--- config.mk ---
export PLATFORM = sky130hd
export DESIGN_NAME = sp_frame_unit
export DESIGN_NICKNAME = d
export VERILOG_FILES = /design/src/rtl/sp_frame_unit.sv
export SDC_FILE = /design/constraint.sdc
export NUM_CORES = 1
export LEC_CHECK = 0
export CAP_MARGIN = 20
export CORE_UTILIZATION = 57
export DETAILED_ROUTE_END_ITERATION = 8
export MAX_ROUTING_LAYER = met4
export PLACE_DENSITY = 0.81
export SYNTH_ARGS = -nofsm -noshare
export SYNTH_HDL_FRONTEND = slang
export SYNTH_SLANG_ARGS = --single-unit
--- constraint.sdc ---
create_clock -name clk -period 3.65 [get_ports clk]
set_clock_uncertainty 0.2 [all_clocks]
set_input_delay 0.9125 -clock clk [delete_from_list [all_inputs] [get_ports clk]]
set_output_delay 0.9125 -clock clk [all_outputs]
set_load 0.005 [all_outputs]
--- src/rtl/sp_frame_unit.sv ---
// rtl/sp_frame_unit.sv - stack-pointer unit for a full-descending stack with push/pop and call/ret frames
module sp_frame_unit #(
  parameter int unsigned W        = 16,
  parameter int unsigned STEP     = 1,
  parameter int unsigned FRAME    = 2,
  parameter logic [W-1:0] SP_TOP   = 16'hFFFF,
  parameter logic [W-1:0] SP_LIMIT = 16'h0000
) (
  input  logic         clk,
  input  logic         rst_n,
  input  logic         push,
  input  logic         pop,
  input  logic         call,
  input  logic         ret,
  input  logic         err_clr,
  output logic [W-1:0] sp,
  output logic [W-1:0] mem_addr,
  output logic         mem_we,
  output logic         mem_re,
  output logic         busy,
  output logic         empty,
  output logic         full,
  output logic         overflow,
  output logic         underflow
);

  localparam int unsigned CW = (FRAME > 1) ? $clog2(FRAME) : 1;

  // Bounds are evaluated one bit wider than SP so no sum or difference can wrap.
  localparam logic [W:0]    STEP_X   = (W+1)'(STEP);
  localparam logic [W:0]    FSTEP_X  = (W+1)'(FRAME * STEP);
  localparam logic [W:0]    TOP_X    = {1'b0, SP_TOP};
  localparam logic [W:0]    LIMIT_X  = {1'b0, SP_LIMIT};
  localparam logic [W-1:0]  STEP_W   = W'(STEP);
  localparam logic [CW-1:0] LAST_CNT = CW'(FRAME - 1);

  typedef enum logic [1:0] {
    S_IDLE = 2'd0,
    S_CALL = 2'd1,
    S_RET  = 2'd2
  } state_t;

  state_t        state_q, state_d;
  logic [CW-1:0] cnt_q, cnt_d;
  logic [W-1:0]  sp_q, sp_d;
  logic [W-1:0]  addr_q, addr_d;
  logic          we_q, we_d;
  logic          re_q, re_d;
  logic          ovf_q, ovf_d;
  logic          unf_q, unf_d;

  logic [W:0] sp_x;
  logic       push_ok, pop_ok, call_ok, ret_ok;
  logic       set_ovf, set_unf;

  assign sp_x    = {1'b0, sp_q};
  assign push_ok = sp_x >= LIMIT_X + STEP_X;
  assign pop_ok  = sp_x + STEP_X <= TOP_X;
  assign call_ok = sp_x >= LIMIT_X + FSTEP_X;
  assign ret_ok  = sp_x + FSTEP_X <= TOP_X;

  // Command decode, frame sequencing and bounds checking.
  always_comb begin
    state_d = state_q;
    cnt_d   = cnt_q;
    sp_d    = sp_q;
    addr_d  = addr_q;
    we_d    = 1'b0;
    re_d    = 1'b0;
    set_ovf = 1'b0;
    set_unf = 1'b0;
    case (state_q)
      S_IDLE: begin
        if (call) begin
          if (call_ok) begin
            state_d = S_CALL;
            cnt_d   = '0;
            sp_d    = sp_q - STEP_W;
            addr_d  = sp_q - STEP_W;
            we_d    = 1'b1;
          end else begin
            set_ovf = 1'b1;
          end
        end else if (ret) begin
          if (ret_ok) begin
            state_d = S_RET;
            cnt_d   = '0;
            sp_d    = sp_q + STEP_W;
            addr_d  = sp_q;
            re_d    = 1'b1;
          end else begin
            set_unf = 1'b1;
          end
        end else if (push && pop) begin
          // Simultaneous push and pop cancel out: nothing moves, no flags.
        end else if (push) begin
          if (push_ok) begin
            sp_d   = sp_q - STEP_W;
            addr_d = sp_q - STEP_W;
            we_d   = 1'b1;
          end else begin
            set_ovf = 1'b1;
          end
        end else if (pop) begin
          if (pop_ok) begin
            sp_d   = sp_q + STEP_W;
            addr_d = sp_q;
            re_d   = 1'b1;
          end else begin
            set_unf = 1'b1;
          end
        end
      end
      S_CALL: begin
        if (cnt_q == LAST_CNT) begin
          state_d = S_IDLE;
        end else begin
          cnt_d  = cnt_q + 1'b1;
          sp_d   = sp_q - STEP_W;
          addr_d = sp_q - STEP_W;
          we_d   = 1'b1;
        end
      end
      S_RET: begin
        if (cnt_q == LAST_CNT) begin
          state_d = S_IDLE;
        end else begin
          cnt_d  = cnt_q + 1'b1;
          sp_d   = sp_q + STEP_W;
          addr_d = sp_q;
          re_d   = 1'b1;
        end
      end
      default: state_d = S_IDLE;
    endcase
    // A new error wins over a coincident clear.
    ovf_d = (ovf_q & ~err_clr) | set_ovf;
    unf_d = (unf_q & ~err_clr) | set_unf;
  end

  // State and output registers; reset overrides everything, including an in-flight frame.
  always_ff @(posedge clk) begin
    if (!rst_n) begin
      state_q <= S_IDLE;
      cnt_q   <= '0;
      sp_q    <= SP_TOP;
      addr_q  <= '0;
      we_q    <= 1'b0;
      re_q    <= 1'b0;
      ovf_q   <= 1'b0;
      unf_q   <= 1'b0;
    end else begin
      state_q <= state_d;
      cnt_q   <= cnt_d;
      sp_q    <= sp_d;
      addr_q  <= addr_d;
      we_q    <= we_d;
      re_q    <= re_d;
      ovf_q   <= ovf_d;
      unf_q   <= unf_d;
    end
  end

  assign sp        = sp_q;
  assign mem_addr  = addr_q;
  assign mem_we    = we_q;
  assign mem_re    = re_q;
  assign busy      = (state_q != S_IDLE);
  assign empty     = (sp_q == SP_TOP);
  assign full      = sp_x < LIMIT_X + STEP_X;
  assign overflow  = ovf_q;
  assign underflow = unf_q;

endmodule

# Word-level counts from Yosys, hierarchy flattened
# Cells that the tools add are included.
dict set report totals {
  reg_bits 39
  in_bits 7
  out_inout_bits 39
  wordCells 110
}
dict set report classes {
  add_sub_neg 5
  n_lt_le_gt_ge 5
  n_eq_ne 14
  n_mux 64
  bitwise 5
  reduce_logical 9
}
# op n
set op_table {}
lappend op_table {{$mux 16} 19}
lappend op_table {{$pmux 16 s3} 2}
lappend op_table {{$le 17x16->1 const B} 2}
lappend op_table {{$mux 1} 34}
lappend op_table {{$add 16x1->17 const B} 1}
lappend op_table {{$add 16x2->17 const B} 1}
lappend op_table {{$add 16x1->16 const B} 1}
lappend op_table {{$eq 16x16->1 const B} 1}
lappend op_table {{$ge 16x1->1 const B} 1}
lappend op_table {{$ge 16x2->1 const B} 1}
lappend op_table {{$lt 16x1->1 const B} 1}
lappend op_table {{$sub 16x1->16 const B} 1}
lappend op_table {{$ne 5x5->1 const B} 3}
lappend op_table {{$mux 2} 5}
lappend op_table {{$ne 3x3->1 const B} 3}
lappend op_table {{$reduce_and 9->1} 1}
lappend op_table {{$ne 4x4->1 const B} 2}
lappend op_table {{$reduce_and 4->1} 2}
lappend op_table {{$pmux 1 s2} 3}
lappend op_table {{$ne 2x2->1 const B} 2}
lappend op_table {{$pmux 2 s2} 1}
lappend op_table {{$reduce_bool 2->1} 2}
lappend op_table {{$reduce_bool 3->1} 1}
lappend op_table {{$and 1x1->1} 2}
lappend op_table {{9 further kinds} 10}

# Depth between registers and ports, before layout
dict set report depth {
  depth_word 10
  mapped_depth 12
  depth_no_buf 9
}

# Least setup slack after synthesis
# Ideal clock, no wire load.
dict set report synth_timing {
  kind {register to register}
  start {register sp_q[0] (netlist: sp[0])}
  end {register addr_q[12] (netlist: mem_addr[12])}
  setup_time_ns 0.070
  arrival_ns 2.717
  t_required_ns 3.380
  path_slack_ns 0.662
  stages_incl_launch_ff 13
  path_buffers 3
  synth_period_minus_slack_ns 2.988
  path_cell_list {dfxtp_1 buf_2 inv_1 ha_1 or3b_1 buf_2 nor3_1 o2bb2ai_2 a2111oi_4 o211ai_2 buf_6 or4_1 a21oi_1}
}
dict set report synth_between {
  elab_chain_cells 7
  elab_cells_between_ends 20
  classes_between {add/sub (3); order compare (4); eq/ne (4); mux (8); reduce/logical (1)}
}
# element line
set synth_lines {}
lappend synth_lines {{start: declaration} 45} ;# logic [W-1:0] sp_q, sp_d;
lappend synth_lines {{start signal: assignment} 155} ;# sp_q <= sp_d;
lappend synth_lines {{branches (longest 7 deep; another with $add 16x1->17)} n/a}
lappend synth_lines {{end signal: assignment} 156} ;# addr_q <= addr_d;
lappend synth_lines {{end: declaration} 46} ;# logic [W-1:0] addr_q, addr_d;
# Parallel ways; which one is timed is not known. The select of a mux whose other input is x is not followed.
# A chain may end at the register's enable or synchronous reset.

# Final worst setup path
dict set report layout_timing {
  start {register sp_q[1] (netlist: sp[1])}
  end {output full}
}
dict set report layout_between {
  elab_chain_cells 1
}
# element line
set layout_lines {}
lappend layout_lines {{$lt 16x1->1} 170} ;# assign full = sp_x < LIMIT_X + STEP_X;
lappend layout_lines {{end: declaration} 22} ;# output logic full,
# Every way passes these cells.

==> metrics.cfg <==
[final_layout]
nets = 599
multi_input_area_um2 = 2720
drive_gt1_share_pct = 14.1
diodes = 0
area_growth_pct = 17.7
regArea_um2 = 781
nFillCells = 577
layoutNonFillerInstCount = 659
post-route-util_pct = 70.6

[floorplan]
core-area_um2 = 6420
initial_core_util_pct = 60.0
ios = 46
die-area_um2 = 7090
die_w_um = 84.2
row_count = 29
die_height_um = 84.2

[global_routing]
antenna_found_initial = 0
grt_pass1_wl_um = 22100
grt-ovfl-total = 0
grt_max_degree = 23
first_global_vias = 4373
grt_usage_pct = 40.7

[yosys]
synth_async_sr_flop_share_pct = 0
seq_area_frac_synth_pct = 20.3
yosys_warnings = 0
yosysUniqueCellTypes = 77
syn_inst = 543
synth.top_cell.area_share_pct = 20.3
yosys.area.top_type = dfxtp_1
post-synth-top-count-cell = a21oi_1
synthTopCellsByCount = a21oi_1, o21ai_0, dfxtp_1, nor2_1, nand2_1
synth_area_um2 = 3850
synth_area_leaders = dfxtp_1, a21oi_1, o21ai_0
synth_flop_cell = dfxtp_1
syn_avg_cell_area_um2 = 7.09
synth_nets = 561
ys_seq_elements = 39
synth_edf_count = 0

[routing]
wl_per_cell_um = 20.9
via_per_inst = 7.07
dr_total_vias = 4656
highest_layer = met4
drtIter0Drc = 533
drtPass1Iterations = 8
routed-wl-met2_um = 6390
drc_errors = 4
wl_met1_um = 5190
met3WireLength_um = 1670
drt-total-wl_um = 13800
drtAntennaViolNets = 0

[sta]
hold_viol_final = 0
max-slew-margin-rel_pct = 53.0
drv_slew = 0
rsz0062_at_grt = false
fin_crit_sh_pct = 96.1
finalSetupTns_ns = 0
max_freq_ghz = 0.285
finalSetupViolCount = 0
tightest_slew_ns = 0.699
fin_crit_ns = 3.51

[clocking]
cts_root_buf = clkbuf_8
cts_buffers = 5
clock_sinks = 39
clock_latency_ns = 0.30
path_clk_slew_ns = 0.09
cts_tree = built
clockBufferDepth = 2
cts_max_level = 2
ctsHoldBuffers = 0

[power]
peakVddDrop_mv = 0.641
p_int_mw = 1.90
pwr-share-comb_pct = 72.8
seq_power_share_pct = 19.5
p_switching_mw = 1.98
p_per_area_nw_per_um2 = 856
swShare_pct = 51.0
pwr-share-clk_pct = 7.7
p_leak_nw = 1.77

[setup_path]
start_kind = flip-flop
reg2reg_depth = 9
end_kind = output pin
worstPathArrival_ns = 2.40
critPathKind = flip-flop to output pin
cp_max_fo = 8
cp.required_ns = 2.54

[min_path]
hold_depth = 2
min_path_type = flip-flop to flip-flop

[placed_design]
dp_hpwl_um = 10100
place_congestion = 0.971
place_inst = 651
io_buffers = 45

[outcome]
failed_checks = design-rule violations
outcome = finished, violations left

[job]
cap_violations = 0

[power groups by stage]
stage	clock, mW	sequential [mW]	combinational (mW)
after floorplan	0	0.705	1.82
after global placement	0	0.753	2.69
after detailed placement	0	0.761	2.72
after CTS	0.305	0.751	2.74
after global routing	0.319	0.778	3.05
final	0.297	0.758	2.82
[cell usage in the layout (no fill, tap or decap), types with 7 or more instances in the layout]
cell | Yosys | routed
xor2_1 | 8 | 8
xnor2_1 | 12 | 12
clkdlybuf4s50_1 | 0 | 45
buf_4 | 6 | 44
a31oi_1 | 8 | 8
a221oi_1 | 9 | 9
nor4_1 | 11 | 11
nand2_1 | 38 | 38
or3_1 | 7 | 7
nand4_1 | 8 | 8
ha_1 | 11 | 11
nand3_1 | 32 | 32
nor3_1 | 23 | 23
o21ai_0 | 45 | 45
a21oi_1 | 63 | 63
dfxtp_1 | 39 | 39
inv_1 | 18 | 18
o211ai_1 | 9 | 9
nor2_1 | 39 | 39
[path summary, 6_finish.rpt]
kind,startpoint,endpoint,slack (ns)
setup / recovery,sp[1],full,0.14
hold / removal,mem_addr[14],mem_addr[14],0.28
setup reg to reg,sp[2],mem_addr[12],0.37
hold reg to reg,mem_addr[14],mem_addr[14],0.28
[layer usage]
metal  track usage (%)  vias up
li1                  -     2091
met1              49.4     2146
met2              65.0      363
met3              8.16       56
met4              18.7        0
met5                 -        -
[timing repair]
item | in CTS | in global routing
gates resized for setup | 0 | 1
endpoints found under the setup margin | 0 | 1
setup buffers | 0 | 0
[metrics by stage]
step	cell area (µm²)	total power, mW	hold WS, ns	worst slack, ns
3_3_place_gp	4450	3.45	0.264	0.267
2_1_floorplan	3850	2.53	0.266	0.662
4_1_cts	4530	3.80	0.278	0.0491
3_5_place_dp	4450	3.49	0.270	0.170
5_1_grt	4530	4.15	0.307	0.0384
6_report	4530	3.88	0.275	0.142
[critical path, stage by stage (launching register included)]
cell	delay, ns
dfxtp_1	0.39
inv_1	0.11
ha_1	0.32
nor3b_2	0.30
nand3_2	0.11
nor4_1	0.20
buf_4	0.17
clkdlybuf4s50_1	0.50
[cell type report]
type                            count  area share, %
Inverter                           19           1.57
Clock inverter                      1          0.110
Sequential cell                    39           17.2
Clock buffer                        7           1.68
Tap cell                           77           2.13
Timing Repair Buffer               89           17.2
Multi-Input combinational cell    427           60.0
[state kept, by name (all words and copies together) (netlist names)]
signal	flops
cnt_q	1
mem_we	1
state_q	2
underflow	1
sp	16
mem_addr	16
mem_re	1
overflow	1
[cell families after synthesis]
kind of cell / count (synthesis) / share of synthesized area [%]
compound gates: 184 / 30.9
xor+xnor: 20 / 4.55
fa+ha+maj: 11 / 3.57
buf+inv: 77 / 9.19
flops: 39 / 20.3
mux: 5 / 1.66
simple gates: 207 / 29.9
No activity file was read; power rests on OpenSTA's default activity.
==> variant 1, RTL diff (config.mk and constraints unchanged) <==
Make the reset (`rst_n`) asynchronous in one clocked block.
--- a/src/rtl/sp_frame_unit.sv
+++ b/src/rtl/sp_frame_unit.sv
@@ -141,3 +141,3 @@
   // State and output registers; reset overrides everything, including an in-flight frame.
-  always_ff @(posedge clk) begin
+  always_ff @(posedge clk or negedge rst_n) begin
     if (!rst_n) begin
Formal check against the unedited RTL: differs if rst_n is asserted again (counterexample within 4 cycles, from zero or initial values and one cycle with rst_n low); with rst_n held inactive, the same outputs for 4 cycles.
==> variant 1 against the unedited design <==
Die area fell by 1.9%; sequential cell count unchanged; cell area decreased by 1.1%; routed wire length down 9.4%; via count fell by 12%; core utilization down 0.40 points; clock power fell by 2%; non-clock buffer count fell by 8; synthesized area decreased by 1.9%; worst setup slack worse by 0.0031 ns; power grew 3.3%; count of clock-buffer cells in the layout is the same; critical path type unchanged; largest cell class unchanged; highest routed layer unchanged.
==> variant 1: results (changes against the unedited design) <==
status - finished, final reports clean
hpwl dp - 8690 um (-14%)
drt total wl - 12500 um (-9.4%)
P_leak - 1.73 nW (-2.5%)
RD Place Congestion - 0.968 (-0.33%)
commonest cells in the synthesized netlist - 44 x a21oi_1, 40 x nor2_1, 33 x nand2_1, 30 x o21ai_0, 23 x dfrtp_1
largest stage delay on the critical path - 0.63 ns (+0.13 ns)
critical path's top delay family - simple AND/OR/NAND/NOR gates
async set-reset flop share out of synthesis - 100% (+100 points)
DRT iter0 DRCs - 520 (-2.4%)
number of global-route vias before repair - 3878 (-11%)
Most used DFF post-synth - dfrtp_1
post-synthesis sequential area ratio - 26.4% (+6.1 points)
share of layout cells above drive strength 1 - 18.0% (+4.0 points)
fin nets - 538 (-10%)
Total GRT Usage - 38.0% (-2.7 points)
Vias/cell - 6.85 (-3.0%)
DRT Pass-1 Iters - 6 (-2)
global-route wire length before repair - 20300 um (-8.3%)
top cells by area, synth - dfrtp_1 15%, dfstp_2 11%, a21oi_1 5.8%
largest net degree at the start of global routing - 40 (+74%)
syn_nets - 491 (-12%)
clk buf depth - 2 (unchanged)
Slew Limit Headroom - 40.4% (-13 points)
Yosys cell types - 74 (-3.9%)
[variant 1: changes by cell type after synthesis, moves of 7 or more]
cell | before | now
o22ai_1 | 5 | 16
dfstp_2 | 0 | 16
dfrtp_1 | 0 | 23
mux2_4 | 0 | 10
a21oi_1 | 63 | 44
dfxtp_1 | 39 | 0
clkbuf_1 | 32 | 22
o211ai_1 | 9 | 2
mux2_2 | 1 | 9
nand3_1 | 32 | 16
o21ai_0 | 45 | 30
[variant 1: cell type report]
type / instances / area [um2]
well taps: 77 / 96.3
repair buffers: 81 / 716
inverters: 15 / 56.3
multi-input cells: 378 / 2530
fillers: 561 / 1910
clock inverters: 1 / 5.00
flip-flops and latches: 39 / 996
clock buffers: 7 / 76.3
[variant 1: tightest hold or removal path: stages, from the launching register on]
cell     delay, ns
dfrtp_1       0.35
a21oi_1       0.07
o21ai_0       0.06
[variant 1: cell families after synthesis]
family | after synthesis | synth area share [%]
multiplexers | 24 | 7.99
AND/OR/NAND/NOR | 170 | 24.2
adder cells (fa/ha/maj) | 11 | 3.64
flip-flops | 39 | 26.4
XOR/XNOR | 28 | 6.49
buffers and inverters | 56 | 6.56
AO/OA/AOI/OAI | 145 | 24.7
[variant 1: final timing paths]
path | start | endpoint | slack, ns | depth (start not counted)
hold / removal | underflow$_DFF_PN0_ | underflow$_DFF_PN0_ | 0.31 | 2
hold reg to reg | underflow$_DFF_PN0_ | underflow$_DFF_PN0_ | 0.31 | 2
min in group asynchronous | rst_n | mem_re$_DFF_PN0_ | 0.54 | 1
setup / recovery | sp[1]$_DFFE_PN1P_ | empty | 0.14 | 6
setup reg to reg | sp[1]$_DFFE_PN1P_ | mem_addr[1]$_DFFE_PN0P_ | 0.20 | 8
max in group asynchronous | rst_n | mem_addr[11]$_DFFE_PN0P_ | 2.16 | 1
[variant 1: power breakdown]
part | total (mW) | internal, mW | switching (mW)
combinational | 2.84 | 1.25 | 1.59
sequential | 0.878 | 0.669 | 0.209
clock | 0.291 | 0.134 | 0.157
total | 4.01 | 2.05 | 1.96
[variant 1: metrics by stage]
step / instance area [um2] / cells / util [%] / setup slack (ns)
2_1_floorplan: 3780 / 473 / - / 0.565
4_1_cts: 4480 / 598 / 70.1 / 0.122
3_5_place_dp: 4400 / 590 / 68.8 / 0.183
6_report: 4480 / 598 / 70.2 / 0.139
5_1_grt: 4480 / 598 / 70.2 / 0.0266
3_3_place_gp: 4400 / 590 / 68.8 / 0.221
[variant 1: layer usage]
layer | vias to the layer above | part of all wire, % | global-route usage (%)
li1 | 1854 | - | -
met1 | 1931 | 42 | 51.5
met2 | 268 | 45 | 56.6
met5 | - | 0 | -
met3 | 45 | 10 | 5.17
met4 | 0 | 3.4 | 17.1
==> variant 2, RTL diff (same flow settings) <==
Made on the original files. The parameter `FRAME` goes from 2 to 4.
--- a/src/rtl/sp_frame_unit.sv
+++ b/src/rtl/sp_frame_unit.sv
@@ -4,3 +4,3 @@
   parameter int unsigned STEP     = 1,
-  parameter int unsigned FRAME    = 2,
+  parameter int unsigned FRAME    = 4,
   parameter logic [W-1:0] SP_TOP   = 16'hFFFF,
Behaviour: not the same (a bounded check fails within 4 cycles, from zero or initial values and one cycle with rst_n low).
==> variant 2 against the unedited design <==
First-iteration DRC count down 23%; cell area shrank 8.3%; power down 2.3%; worst setup slack got worse by 0.030 ns; synthesized cell count is 13% lower; sequential cell count rose by 1; sequential power rose by 1%; routed wire length down 11%; synthesized area down 11%; critical path depth is 2 lower; sequential share of layout area is 2.0 points higher; clock power grew 12%; largest power group unchanged.
==> variant 2: results (changes against the unedited design) <==
hpwl dp - 8750 um (-14%)
worst setup path start - sp[2]$_SDFFE_PN1P_
RD Place Congestion - 1.04 (+7.4%)
dpl cell area - 4050 um2 (-8.8%)
Cells after Synth - 470 (-13%)
Hold WS - 0.283 ns (+0.00796 ns)
P_leak - 1.63 nW (-7.8%)
Most used DFF post-synth - dfxtp_1
number of global-route vias before repair - 3840 (-12%)
global-route wire length before repair - 19400 um (-12%)
post-synthesis sequential area ratio - 23.3% (+3.0 points)
Slew Limit Headroom - 50.9% (-2.1 points)
largest net degree at the start of global routing - 29 (+26%)
Syn. warnings - 0 (unchanged)
syn_nets - 491 (-12%)
Total GRT Usage - 40.9% (+0.28 points)
worst r2r src - sp[0]$_SDFFE_PN1P_
commonest cells in the synthesized netlist - 47 x a21oi_1, 40 x dfxtp_1, 33 x nor2_1, 30 x nand2_1, 27 x clkbuf_1
H-tree lvl count - 2 (unchanged)
antenna violations before repair - 0 (unchanged)
Yosys cell types - 57 (-26%)
CP max FO - 6 (-2)
Clock Latency Late Sink - 0.30 ns (about the same)
via count - 4033 (-13%)
worst vdd ir - 0.000532 V (-17%)
DRT Pass-1 Iters - 5 (-3)
DP Cell Count - 578 (-11%)
status - finished, final reports clean
fin nets - 534 (-11%)
Gates resized, CTS repair - 0 (unchanged)
Worst Hold Class - register to register
n_diodes - 0 (unchanged)
DRT iter0 DRCs - 409 (-23%)
worst hold start - mem_addr[2]$_SDFFE_PN0P_
Vias/cell - 6.88 (-2.6%)
Worst-path clk slew - 0.09 ns (about the same)
DR WL/cell - 20.9 um (about the same)
port bufs - 45 (unchanged)
async set-reset flop share out of synthesis - 0% (unchanged)
top cells by area, synth - dfxtp_1 23%, a21oi_1 6.8%, ha_1 5.1%
share of layout cells above drive strength 1 - 12.1% (-2.0 points)
CTS Buf Count - 5 (unchanged)
r2r setup slk - 0.44 ns (+0.07 ns)
Root Driver - clkbuf_8
[variant 2: cell families after synthesis]
logic type,share of synthesized area (%)
muxes,2.07
xor gates and xnor gates,6.11
adders and majority gates,5.09
and+or+nand+nor,24.1
buffers and inverters,7.96
AOI/OAI and AO/OA,31.4
DFF,23.3
[variant 2: area by class of cell]
type	instances	area, um2
Inverter	16	60.1
Sequential cell	40	801
Multi-Input combinational cell	369	2370
Clock buffer	6	82.6
Tap cell	72	90.1
Fill cell	477	1520
Timing Repair Buffer	81	733
Clock inverter	2	15.0
[variant 2: where the power goes]
group / total (mW) / internal (mW) / switching, mW
registers: 0.767 / 0.611 / 0.156
clock network: 0.333 / 0.153 / 0.180
logic: 2.69 / 1.14 / 1.55
total: 3.79 / 1.90 / 1.89
[variant 2: worst max-delay path: stages, from the launching register on]
cell and delay, ns:
dfxtp_1 0.34, ha_1 0.27, nand2_1 0.21, or3_1 0.47, nor3_2 0.28, clkdlybuf4s50_1 0.55
[variant 2: worst paths after layout]
path | endpoint | cells past startpoint
min | mem_addr[2]$_SDFFE_PN0P_ | 2
max reg2reg | sp[15]$_SDFFE_PN1P_ | 10
max | empty | 5
min reg2reg | mem_addr[2]$_SDFFE_PN0P_ | 2
[variant 2: metrics by stage]
step           setup WS [ns]  total power [mW]
2_1_floorplan          0.803              2.47
3_3_place_gp           0.243              3.33
3_5_place_dp           0.285              3.36
4_1_cts               0.0675              3.70
5_1_grt               0.0124              4.05
6_report               0.113              3.79
[variant 2: layer usage]
layer / track usage (%) / share of wire (%) / vias to the layer above
li1: - / - / 1832
met3: 10.3 / 11 / 43
met4: 18.7 / 3.7 / 0
met5: - / 0 / -
met1: 49.8 / 40 / 1861
met2: 63.4 / 45 / 297
